File: config.mk
export PLATFORM = sky130hd
export DESIGN_NAME = load_store_unit
export DESIGN_NICKNAME = d
export VERILOG_FILES = /design/src/rtl/lsu_pkg.sv /design/src/rtl/store_aligner.sv /design/src/rtl/load_store_unit.sv
export SDC_FILE = /design/constraint.sdc
export NUM_CORES = 1
export LEC_CHECK = 0
export CAP_MARGIN = 30
export CELL_PAD_IN_SITES_DETAIL_PLACEMENT = 0
export CELL_PAD_IN_SITES_GLOBAL_PLACEMENT = 2
export CORE_MARGIN = 2
export CORE_UTILIZATION = 24
export CTS_CLUSTER_SIZE = 12
export DETAILED_ROUTE_END_ITERATION = 8
export PLACE_DENSITY = 0.83
export SYNTH_ARGS = -nofsm -noshare
export SYNTH_HDL_FRONTEND = slang
export SYNTH_SLANG_ARGS = --single-unit
File: constraint.sdc
create_clock -name clk -period 1.9 [get_ports clk]
set_input_delay 0.475 -clock clk [delete_from_list [all_inputs] [get_ports clk]]
set_output_delay 0.475 -clock clk [all_outputs]
set_load 0.1 [all_outputs]
File: src/rtl/lsu_pkg.sv
// Shared types and constants for the load/store unit: FSM states, RISC-V
// funct3 encodings, and the alignment / legality rules applied at accept.
package lsu_pkg;

  typedef enum logic [1:0] {
    StIdle,
    StReq,
    StWait,
    StResp
  } lsu_state_e;

  localparam int unsigned TimeoutDefault = 255;

  localparam logic [2:0] F3Lb      = 3'b000;
  localparam logic [2:0] F3Lh      = 3'b001;
  localparam logic [2:0] F3Lw      = 3'b010;
  localparam logic [2:0] F3Ld      = 3'b011;
  localparam logic [2:0] F3Lbu     = 3'b100;
  localparam logic [2:0] F3Lhu     = 3'b101;
  localparam logic [2:0] F3Lwu     = 3'b110;
  localparam logic [2:0] F3LoadBad = 3'b111;

  localparam logic [2:0] F3Sb = 3'b000;
  localparam logic [2:0] F3Sh = 3'b001;
  localparam logic [2:0] F3Sw = 3'b010;
  localparam logic [2:0] F3Sd = 3'b011;

  // funct3[1:0] encodes log2 of the access size for both loads and stores.
  function automatic logic lsu_misaligned(input logic [1:0] size, input logic [2:0] addr_lo);
    logic mis;
    unique case (size)
      2'd0:    mis = 1'b0;
      2'd1:    mis = addr_lo[0];
      2'd2:    mis = |addr_lo[1:0];
      default: mis = |addr_lo;
    endcase
    return mis;
  endfunction

  function automatic logic lsu_illegal(input logic is_load, input logic [2:0] funct3);
    return is_load ? (funct3 == F3LoadBad) : (funct3 > F3Sd);
  endfunction

endpackage

File: src/rtl/store_aligner.sv
// Combinational byte-lane steering: builds byte enables and lane-shifted
// store data from the access size and byte offset within the doubleword.
module store_aligner #(
  parameter int unsigned N = 64
) (
  input  logic [1:0]                 size_i,
  input  logic [$clog2(N/8)-1:0]     offset_i,
  input  logic [N-1:0]               data_i,
  output logic [N/8-1:0]             be_o,
  output logic [N-1:0]               wdata_o
);

  localparam int unsigned NB = N / 8;

  logic [NB-1:0] size_mask;

  always_comb begin
    size_mask = '0;
    unique case (size_i)
      2'd0:    size_mask = NB'(8'h01);
      2'd1:    size_mask = NB'(8'h03);
      2'd2:    size_mask = NB'(8'h0F);
      default: size_mask = NB'(8'hFF);
    endcase
  end

  assign be_o    = size_mask << offset_i;
  assign wdata_o = data_i << {offset_i, 3'b000};

endmodule

File: src/rtl/load_store_unit.sv
// Single-outstanding load/store unit: accepts one op, issues a bus request,
// waits for data/ack with a timeout, and returns a one-cycle response.
module load_store_unit
  import lsu_pkg::*;
#(
  parameter int unsigned N       = 64,
  parameter int unsigned TIMEOUT = TimeoutDefault
) (
  input  logic                       clk,
  input  logic                       rst_n,
  input  logic                       req_valid,
  output logic                       req_ready,
  input  logic                       req_load,
  input  logic                       req_store,
  input  logic [2:0]                 req_funct3,
  input  logic [N-1:0]               req_addr,
  input  logic [N-1:0]               req_wdata,
  output logic                       mem_req,
  input  logic                       mem_gnt,
  output logic                       mem_we,
  output logic [N-1:0]               mem_addr,
  output logic [N-1:0]               mem_wdata,
  output logic [N/8-1:0]             mem_be,
  input  logic                       mem_rvalid,
  input  logic [N-1:0]               mem_readData,
  output logic                       rsp_valid,
  output logic                       rsp_err,
  output logic [N-1:0]               rsp_readData,
  output logic [2:0]                 rsp_funct3,
  output logic [$clog2(N/8)-1:0]     rsp_byteOffset,
  output logic                       rsp_isLoad
);

  localparam int unsigned OffW = $clog2(N / 8);
  localparam int unsigned CntW = $clog2(TIMEOUT + 1);
  localparam logic [CntW-1:0] CntLast = CntW'(TIMEOUT - 1);

  lsu_state_e    state_q, state_d;
  logic [N-1:0]  addr_q, addr_d;
  logic [N-1:0]  wdata_q, wdata_d;
  logic [2:0]    funct3_q, funct3_d;
  logic          is_load_q, is_load_d;
  logic          err_q, err_d;
  logic [N-1:0]  rdata_q, rdata_d;
  logic [CntW-1:0] cnt_q, cnt_d;

  logic          bad_op;
  logic [N/8-1:0] aligned_be;
  logic [N-1:0]  aligned_wdata;

  assign bad_op = lsu_illegal(req_load, req_funct3) ||
                  lsu_misaligned(req_funct3[1:0], req_addr[2:0]);

  always_comb begin
    state_d   = state_q;
    addr_d    = addr_q;
    wdata_d   = wdata_q;
    funct3_d  = funct3_q;
    is_load_d = is_load_q;
    err_d     = err_q;
    rdata_d   = rdata_q;
    cnt_d     = cnt_q;
    unique case (state_q)
      StIdle: begin
        if (req_valid && (req_load || req_store)) begin
          addr_d    = req_addr;
          wdata_d   = req_wdata;
          funct3_d  = req_funct3;
          is_load_d = req_load;
          rdata_d   = '0;
          cnt_d     = '0;
          err_d     = bad_op;
          state_d   = bad_op ? StResp : StReq;
        end
      end
      StReq: begin
        if (mem_gnt) begin
          cnt_d = '0;
          if (mem_rvalid) begin
            if (is_load_q) rdata_d = mem_readData;
            state_d = StResp;
          end else begin
            state_d = StWait;
          end
        end
      end
      StWait: begin
        if (mem_rvalid) begin
          if (is_load_q) rdata_d = mem_readData;
          state_d = StResp;
        end else if (cnt_q == CntLast) begin
          err_d   = 1'b1;
          state_d = StResp;
        end else begin
          cnt_d = cnt_q + 1'b1;
        end
      end
      default: state_d = StIdle;
    endcase
  end

  always_ff @(posedge clk or negedge rst_n) begin
    if (!rst_n) begin
      state_q   <= StIdle;
      addr_q    <= '0;
      wdata_q   <= '0;
      funct3_q  <= '0;
      is_load_q <= 1'b0;
      err_q     <= 1'b0;
      rdata_q   <= '0;
      cnt_q     <= '0;
    end else begin
      state_q   <= state_d;
      addr_q    <= addr_d;
      wdata_q   <= wdata_d;
      funct3_q  <= funct3_d;
      is_load_q <= is_load_d;
      err_q     <= err_d;
      rdata_q   <= rdata_d;
      cnt_q     <= cnt_d;
    end
  end

  store_aligner #(
    .N(N)
  ) u_store_aligner (
    .size_i  (funct3_q[1:0]),
    .offset_i(addr_q[OffW-1:0]),
    .data_i  (wdata_q),
    .be_o    (aligned_be),
    .wdata_o (aligned_wdata)
  );

  // Bus fields are only driven while requesting so idle bus lines stay quiet.
  assign req_ready      = (state_q == StIdle);
  assign mem_req        = (state_q == StReq);
  assign mem_we         = mem_req && !is_load_q;
  assign mem_addr       = mem_req ? {addr_q[N-1:OffW], {OffW{1'b0}}} : '0;
  assign mem_be         = mem_req ? (is_load_q ? '1 : aligned_be) : '0;
  assign mem_wdata      = mem_we ? aligned_wdata : '0;

  assign rsp_valid      = (state_q == StResp);
  assign rsp_err        = rsp_valid && err_q;
  assign rsp_readData   = rdata_q;
  assign rsp_funct3     = funct3_q;
  assign rsp_byteOffset = addr_q[OffW-1:0];
  assign rsp_isLoad     = is_load_q;

endmodule

==> qor.csv, run 1 <==
stage;metric;value;unit
setup_path;crit_fanout;30;
clock_tree;cts_max_path_buffers;3;
clock_tree;clk_pin_slew;0.06;ns
global_routing;grt_max_degree;53;
sta;drv_slew;0;
logic_synthesis;synthAdderAreaFrac;0.698;%
final_layout;fin_nets;1791;
logic_synthesis;syn_avg_cell_area;10.6;µm²
global_routing;grt_overflow;0;
floorplan;initial_core_util;24.3;%
final_layout;area_delta_synth_final;105;%
global_routing;antenna_found_initial;4;
global_routing;grtUsageTotal;19.9;%
floorplan;fp-row-count;77;
routing;drt_pass1_iterations;4;
floorplan;fp.coreArea;44200;µm²
logic_synthesis;synthFlopType;dfrtp_1;
sta;period_share;150;%
setup_path;path_class;register to output pin;
global_routing;grt_pass1_wl;70.0;mm
routing;post_drt_wl_per_cell;21.6;µm
clock_tree;cts_tree;done;
clock_tree;htreeDepth;1;
clock_tree;root_buffer;clkbuf_16;
placement;dp_hpwl;34.9;mm
setup_path;r2r_end;rsp_readData[35]$_DFFE_PN0P_;
setup_path;reg2regPathDepth;15;
routing;viasPerCell;4.58;
logic_synthesis;synth_mux_area_share;23.5;%
routing;routed_wl;47.4;mm
sta;setup_viol;347;
sta;max_freq;352;MHz
routing;ant_nets;0;
floorplan;io_pins;414;
setup_path;rrSetupSlack;-0.44;ns
logic_synthesis;synth_top_area_cell;dfrtp_1;
floorplan;fp.dieH;216;µm
logic_synthesis;synthXorXnorAreaFrac;0;%
logic_synthesis;synth_compound_area_share;8.25;%
sta;clock_skew;0.0210;ns
global_routing;grt_pass1_vias;10900;
setup_path;end_kind;output pin;
setup_path;r2r-start;state_q[0]$_DFFE_PN0P_;
placement;dpl_cell_area;19300;µm²
routing;drc_errors;0;
logic_synthesis;synthTopCellsByArea;dfrtp_1, mux2_2, nand2_1, mux2i_1, and2_1;
logic_synthesis;ys_seq_area_share;48.1;%
final_layout;layout_commonest_cell;buf_12;
run_status;violations;setup timing;
logic_synthesis;synth_edf_count;0;
final_layout;drive_gt1_share;53.8;%
clock_tree;clock_sinks;207;
setup_path;crit_arrival;2.37;ns
floorplan;die_area;46500;µm²
logic_synthesis;synth_top_cell_area_share;48.1;%
clock_tree;clock_latency;0.55;ns
logic_synthesis;synthArstFlopShare;100;%
sta;hold_violations;0;
logic_synthesis;synthSimpleGateAreaFrac;15.0;%
logic_synthesis;synth-seq-cells;207;
sta;rsz0062_at_grt;yes;
routing;drtIter0Drc;440;
floorplan;die_w;216;µm
sta;finalWorstSetupSlack;-0.941;ns
clock_tree;numCtsBuffers;27;
hold_path;hp-class;input pin to async pin;
run_status;status;finished with violations;
logic_synthesis;yosys_warnings;0;
logic_synthesis;synth_area;10800;µm²
placement;place_ws;-0.395;ns
logic_synthesis;yosysUniqueCellTypes;53;
logic_synthesis;synth_cells;1017;
sta;min_period;2.84;ns
placement;place.gp.congestion;0.877;
setup_path;cp.required;1.42;ns
final_layout;fin_area;22000;µm²
final_layout;final_cell_mix;buf_12, dfrtp_1, clkdlybuf4s50_1;
logic_synthesis;synth_top_family_by_area;multiplexers;
placement;io_buffers;410;
run;max-cap-violations;0;
setup_path;worstSetupStartpointType;register;
routing;vias;10100;
routing by layer:
layer	track usage, %	share of wire [%]	vias up
li1	-	-	4637
met1	22.7	38	4958
met2	35.1	50	383
met3	6.54	8.6	72
met4	6.44	3.3	6
met5	0	0.086	-
worst max-delay path, stage by stage, from the launching register on:
cell     delay [ns]
dfrtp_4        0.54
buf_12         0.22
mux2i_1        0.16
mux4_2         0.51
nor2_4         0.19
buf_12         0.19
per-stage QoR:
stage / instances / utilization (%) / hold WS, ns / setup TNS, ns
CTS: 2185 / 49.1 / 0.417 / -126.38
detailed placement: 2074 / 43.5 / 0.417 / -72.89
finish: 2197 / 49.8 / 0.456 / -141.43
floorplan: 1019 / - / 0.179 / -93.22
global placement: 2074 / 43.5 / 0.413 / -65.91
global route: 2195 / 49.8 / 0.436 / -163.68
cell type report:
type	instances	area, µm²
clock inverters	13	103
multi-input cells	722	6320
clock buffers	36	769
flip-flops and latches	207	5200
diodes	2	5.00
inverters	15	88.8
repair buffers	610	8810
well taps	592	741
fillers	3789	22200
sequential cells by signal, summed over array words and instances (netlist names):
signal / cells
addr_q: 64
rsp_readData: 64
wdata_q: 64
cnt_q: 8
rsp_funct3: 3
state_q: 2
err_q: 1
rsp_isLoad: 1
synthesized netlist by cell type (2+ instances only):
library cell / instances
o21ai_1: 2
mux2i_1: 57
o22ai_1: 2
and3_1: 9
inv_2: 2
nand4_1: 3
o2111ai_1: 3
nor2b_1: 12
ha_1: 6
nand3_1: 4
nor3_1: 2
o21a_1: 13
or2_2: 2
dfrtp_1: 207
nor4_1: 2
buf_6: 3
buf_4: 19
or4_1: 2
or3_1: 2
mux4_2: 16
a31oi_1: 3
mux2_2: 142
inv_1: 12
nor2_1: 62
a211oi_1: 10
clkbuf_1: 30
nand2_1: 158
buf_2: 23
nand2b_1: 14
o31ai_1: 2
a21oi_1: 19
and2_1: 72
o21ai_0: 80
o211ai_1: 3
cells by family after synthesis:
| group | Yosys count |
|---|---|
| simple gates | 347 |
| mux | 215 |
| flops | 207 |
| compound gates | 150 |
| buf+inv | 91 |
| fa+ha+maj | 6 |
| other cells | 1 |
worst max path at each step:
stage / from / to / slack [ns]
floorplan: rsp_isLoad$_DFFE_PN0P_ / mem_wdata[24] / -0.92
global placement: addr_q[0]$_DFFE_PN0P_ / mem_wdata[53] / -0.40
detailed placement: addr_q[0]$_DFFE_PN0P_ / mem_wdata[53] / -0.40
CTS: addr_q[0]$_DFFE_PN0P_ / mem_wdata[53] / -1.0
global route: addr_q[0]$_DFFE_PN0P_ / mem_wdata[53] / -1.00
finish: addr_q[0]$_DFFE_PN0P_ / mem_wdata[56] / -0.94
timing repair:
item                       4_1_cts  5_1_grt
pin swaps                       90       23
buffers inserted                42       10
gates resized for setup        223       60
gates cloned                    21        4
hold endpoints to repair        40        0
setup endpoints to repair      209      348
hold buffers                     1        0
Power of run 1 is left out: the tool's default activity adds up to more than one toggle a clock period on the data nets, which glitch-free logic cannot reach.
==> run 2, diff against run 1 <==
Settings changed: MAX_ROUTING_LAYER from default to met4.
==> run 2 against run 1 <==
Against the previous run:
- clock skew is 0.011 ns lower
- worst hold slack worse by 0.033 ns
- sequential share of layout area is 0.33 points lower
- global-route usage is 0.99 points higher
- highest routed layer is now met4
- critical endpoint is now mem_wdata[54]
- the run still ends with setup timing left
==> qor.csv, run 2 (synthesized netlist as in run 1, its figures left out) <==
stage;metric;value;unit
placement;dpl_cell_area;19300;µm²
floorplan;die_area;46500;µm²
clock_tree;root_buffer;clkbuf_16;
sta;max_freq;354;MHz
setup_path;worstSetupStartpointType;register;
global_routing;grt.busiest_layer;met2;
global_routing;grt_max_degree;45;
final_layout;fin_nets;1782;
clock_tree;cts_max_path_buffers;3;
routing;viasPerCell;4.61;
clock_tree;clock_sinks;207;
setup_path;cp_cell_sequence;buf_12 -> mux2i_1 -> mux4_2 -> nor2_4 -> buf_12;
clock_tree;numCtsBuffers;26;
setup_path;path_depth;5;
routing;drt_pass1_iterations;4;
setup_path;cp_slowest_stage_delay;0.56;ns
setup_path;crit_arrival;2.35;ns
routing;vias;10100;
floorplan;fp.coreArea;44200;µm²
setup_path;reg2regPathDepth;13;
global_routing;globalRouteMet2Util;36.7;%
floorplan;fp.dieH;216;µm
sta;rsz0062_at_grt;yes;
run_status;violations;setup timing;
hold_path;hp-class;input pin to async pin;
setup_path;r2r_end;rsp_readData[60]$_DFFE_PN0P_;
final_layout;multiInputGateArea;6600;µm²
global_routing;grt_overflow;0;
routing;ant_nets;0;
setup_path;r2r-start;state_q[0]$_DFFE_PN0P_;
setup_path;cp_slowest_cell;dfrtp_4;
setup_path;end_kind;output pin;
setup_path;crit_fanout;17;
routing;drtIter0Drc;411;
final_layout;area_delta_synth_final;108;%
sta;drv_slew;0;
clock_tree;htreeDepth;1;
global_routing;antenna_found_initial;2;
sta;clock_skew;0.0100;ns
sta;period_share;149;%
final_layout;fin_area;22300;µm²
final_layout;layout_commonest_cell;buf_12;
setup_path;crit_top_cell;buf_12;
sta;min_period;2.82;ns
floorplan;io_pins;414;
run;max-cap-violations;0;
global_routing;grt_pass1_wl;71.1;mm
placement;dp_hpwl;35.2;mm
setup_path;crit_family;multiplexers;
run_status;status;finished with violations;
final_layout;drive_gt1_share;57.3;%
setup_path;crit_buf_inv;2;
global_routing;grt.met3_usage;6.03;%
sta;hold_ws;0.423;ns
global_routing;use_met1;23.1;%
placement;place.gp.congestion;0.942;
setup_path;rrSetupSlack;-0.28;ns
floorplan;fp-row-count;77;
sta;finalWorstSetupSlack;-0.923;ns
floorplan;initial_core_util;24.3;%
floorplan;die_w;216;µm
clock_tree;clk_pin_slew;0.06;ns
clock_tree;clock_latency;0.54;ns
final_layout;nFillCells;3768;
placement;io_buffers;410;
routing;drc_errors;0;
clock_tree;cts_tree;done;
sta;setup_viol;214;
setup_path;path_class;register to output pin;
global_routing;grtUsageTotal;20.9;%
final_layout;seq_area;5200;µm²
global_routing;grt_pass1_vias;11000;
setup_path;cp.required;1.42;ns
routing;routed_wl;48.4;mm
final_layout;final_cell_mix;buf_12, dfrtp_1, clkdlybuf4s50_1;
sta;hold_violations;0;
routing;post_drt_wl_per_cell;22.1;µm
[run 2: area by class of cell]
type / count / share of cell area [%]
Tap cell: 592 / 3.31
Timing Repair Buffer: 603 / 39.1
Clock inverter: 10 / 0.806
Multi-Input combinational cell: 721 / 29.6
Sequential cell: 207 / 23.3
Clock buffer: 38 / 3.57
Antenna cell: 3 / 0.0336
Inverter: 15 / 0.381
[run 2: routing by layer]
metal	part of all wire [%]	vias up
met4	3.0	0
li1	-	4624
met2	51	388
met1	38	5000
met3	7.7	79
met5	0	-
[run 2: repair_timing]
action / 4_1_cts / 5_1_grt
gates resized for setup: 211 / 181
hold endpoints to repair: 35 / 0
cloned: 23 / 5
pin swaps: 61 / 58
setup buffers: 44 / 18
setup endpoints to repair: 212 / 265
hold buffers: 1 / 0
[run 2: worst max-delay path by stage]
stage | startpoint | to | slack [ns]
floorplan | rsp_isLoad$_DFFE_PN0P_ | mem_wdata[24] | -0.92
global route | addr_q[0]$_DFFE_PN0P_ | mem_wdata[61] | -0.97
detailed placement | req_load | cnt_q[1]$_DFFE_PN0P_ | -0.38
CTS | addr_q[0]$_DFFE_PN0P_ | mem_wdata[55] | -0.94
finish | addr_q[0]$_DFFE_PN0P_ | mem_wdata[54] | -0.92
global placement | addr_q[0]$_DFFE_PN0P_ | mem_wdata[63] | -0.37
[run 2: stage by stage]
stage                     cells  setup WS, ns  util, %  setup TNS, ns
after floorplan            1019        -0.921        -         -93.22
after global placement     2075        -0.367     43.5         -63.85
after detailed placement   2075        -0.375     43.5         -67.94
after CTS                  2189        -0.937     49.6        -117.43
after global routing       2188        -0.975     50.5        -117.40
final                      2189        -0.923     50.5        -102.54
Power of run 2 is left out for the same reason.
==> run 3, diff against run 2 <==
Settings changed: CORE_UTILIZATION 24 to 27, PLACE_DENSITY 0.83 to 0.88, SKIP_LAST_GASP from default to 1.
Clock period 1.9 ns to 2.9 ns, I/O delays scaled along.
==> run 3 against run 2 <==
Against the previous run:
- the run still ends with setup timing left
- sequential cell count unchanged
- non-clock buffer count down 116
- global-route usage down 0.55 points
- register-to-register slack better by 0.86 ns
- worst hold slack worse by 0.33 ns
==> qor.csv, run 3 (synthesized netlist as in run 1, its figures left out) <==
stage;metric;value;unit
sta;hold_ws;0.0923;ns
sta;worst_pin_slew;0.696;ns
final_layout;area_delta_synth_final;76.0;%
global_routing;grtUsageTotal;20.3;%
sta;min_period;3.15;ns
setup_path;reg2regPathDepth;7;
routing;ant_nets;0;
routing;dr.max_layer_used;met4;
run_status;status;finished with violations;
run;max-cap-violations;0;
clock_tree;cts_tree;done;
placement;dp_hpwl;30.6;mm
setup_path;crit_fanout;6;
setup_path;path_class;register to output pin;
routing;wl_met3;3.44;mm
clock_tree;clk_pin_slew;0.06;ns
setup_path;r2r-start;state_q[0]$_DFFE_PN0P_;
final_layout;fin_nets;1667;
setup_path;r2r_end;cnt_q[5]$_DFFE_PN0P_;
global_routing;antenna_found_initial;1;
final_layout;drive_gt1_share;41.4;%
final_layout;layout_commonest_cell;dfrtp_1;
routing;viasPerCell;4.73;
global_routing;grt_max_degree;129;
global_routing;grt_overflow;0;
final_layout;final_cell_mix;dfrtp_1, clkdlybuf4s50_1, nand2_1;
placement;io_buffers;410;
routing;routed-wl-met2;21.3;mm
global_routing;grt_pass1_wl;62.8;mm
routing;routed_wl;41.6;mm
hold_path;hp-class;input pin to async pin;
setup_path;crit_arrival;2.42;ns
floorplan;io_pins;414;
setup_path;setup.worst_path.start;addr_q[0]$_DFFE_PN0P_;
sta;drv_slew;0;
final_layout;fin_area;18900;µm²
routing;vias;9483;
floorplan;fp.dieH;204;µm
placement;place.gp.congestion;0.922;
run_status;violations;setup timing;
setup_path;rrSetupSlack;0.58;ns
routing;drtIter0Drc;312;
routing;drc_errors;0;
sta;finalWorstSetupSlack;-0.248;ns
sta;rsz0062_at_grt;yes;
sta;clock_skew;0.0135;ns
floorplan;die_area;41500;µm²
clock_tree;hold_buffers;0;
clock_tree;clock_sinks;207;
clock_tree;htreeDepth;1;
routing;post_drt_wl_per_cell;20.8;µm
floorplan;fp-row-count;73;
clock_tree;clock_latency;0.54;ns
sta;period_share;109;%
sta;hold_violations;0;
sta;setup_viol;49;
setup_path;worstSetupStartpointType;register;
floorplan;fp.coreArea;39500;µm²
sta;max_freq;318;MHz
setup_path;end_kind;output pin;
setup_path;cp.required;2.17;ns
clock_tree;numCtsBuffers;26;
placement;dpl_cell_area;17300;µm²
sta;slew_headroom;53.6;%
floorplan;initial_core_util;27.2;%
global_routing;grt_pass1_vias;10300;
clock_tree;root_buffer;clkbuf_16;
floorplan;die_w;204;µm
routing;drt_pass1_iterations;4;
placement;place_ws;0.202;ns
routing;wl_met1;16.1;mm
clock_tree;cts_max_path_buffers;3;
[run 3: changes by cell type in the layout (fill, tap and decap cells not counted), sizes merged]
| cell | before | now |
|---|---|---|
| diode | 3 | 1 |
| bufinv | 5 | 3 |
| dlygate4sd3 | 1 | 0 |
| inv | 15 | 13 |
| bufbuf | 0 | 1 |
| nand2 | 159 | 160 |
| clkbuf | 41 | 40 |
| buf | 399 | 285 |
| clkinv | 3 | 5 |
[run 3: timing repair]
item / 4_1_cts / 5_1_grt
gates cloned: 4 / 2
setup buffers: 22 / 12
resized for setup: 56 / 38
pin swaps: 12 / 13
endpoints found under the setup margin: 87 / 88
[run 3: worst max path at each step]
stage / end
6_report: mem_wdata[51]
5_1_grt: mem_wdata[58]
4_1_cts: mem_wdata[56]
3_5_place_dp: mem_wdata[0]
3_3_place_gp: mem_be[6]
2_1_floorplan: mem_wdata[24]
[run 3: per-stage QoR]
step	cells	util [%]	setup TNS, ns
floorplan	1019	-	-3.04
global placement	1918	43.6	0
detailed placement	1918	43.6	0
CTS	1991	47.2	-9.46
global route	2004	47.9	-10.68
finish	2004	47.9	-5.53
[run 3: per-layer routing]
metal,up-vias,GRT usage (%)
li1,4362,-
met1,4706,23.6
met4,0,4.54
met3,46,5.39
met2,369,35.2
met5,-,-
[run 3: critical path, stage by stage (launching register included)]
cell     delay, ns
dfrtp_4       0.53
buf_12        0.17
buf_6         0.15
mux2i_2       0.17
mux4_2        0.52
nor2_4        0.15
buf_12        0.18
[run 3: area by class of cell]
class	instances	area [µm²]
fillers	3540	20600
repair buffers	487	6160
multi-input cells	722	5940
flip-flops and latches	207	5190
clock buffers	39	781
well taps	525	657
clock inverters	8	118
inverters	15	76.3
diodes	1	2.50
Power of run 3 is left out for the same reason.
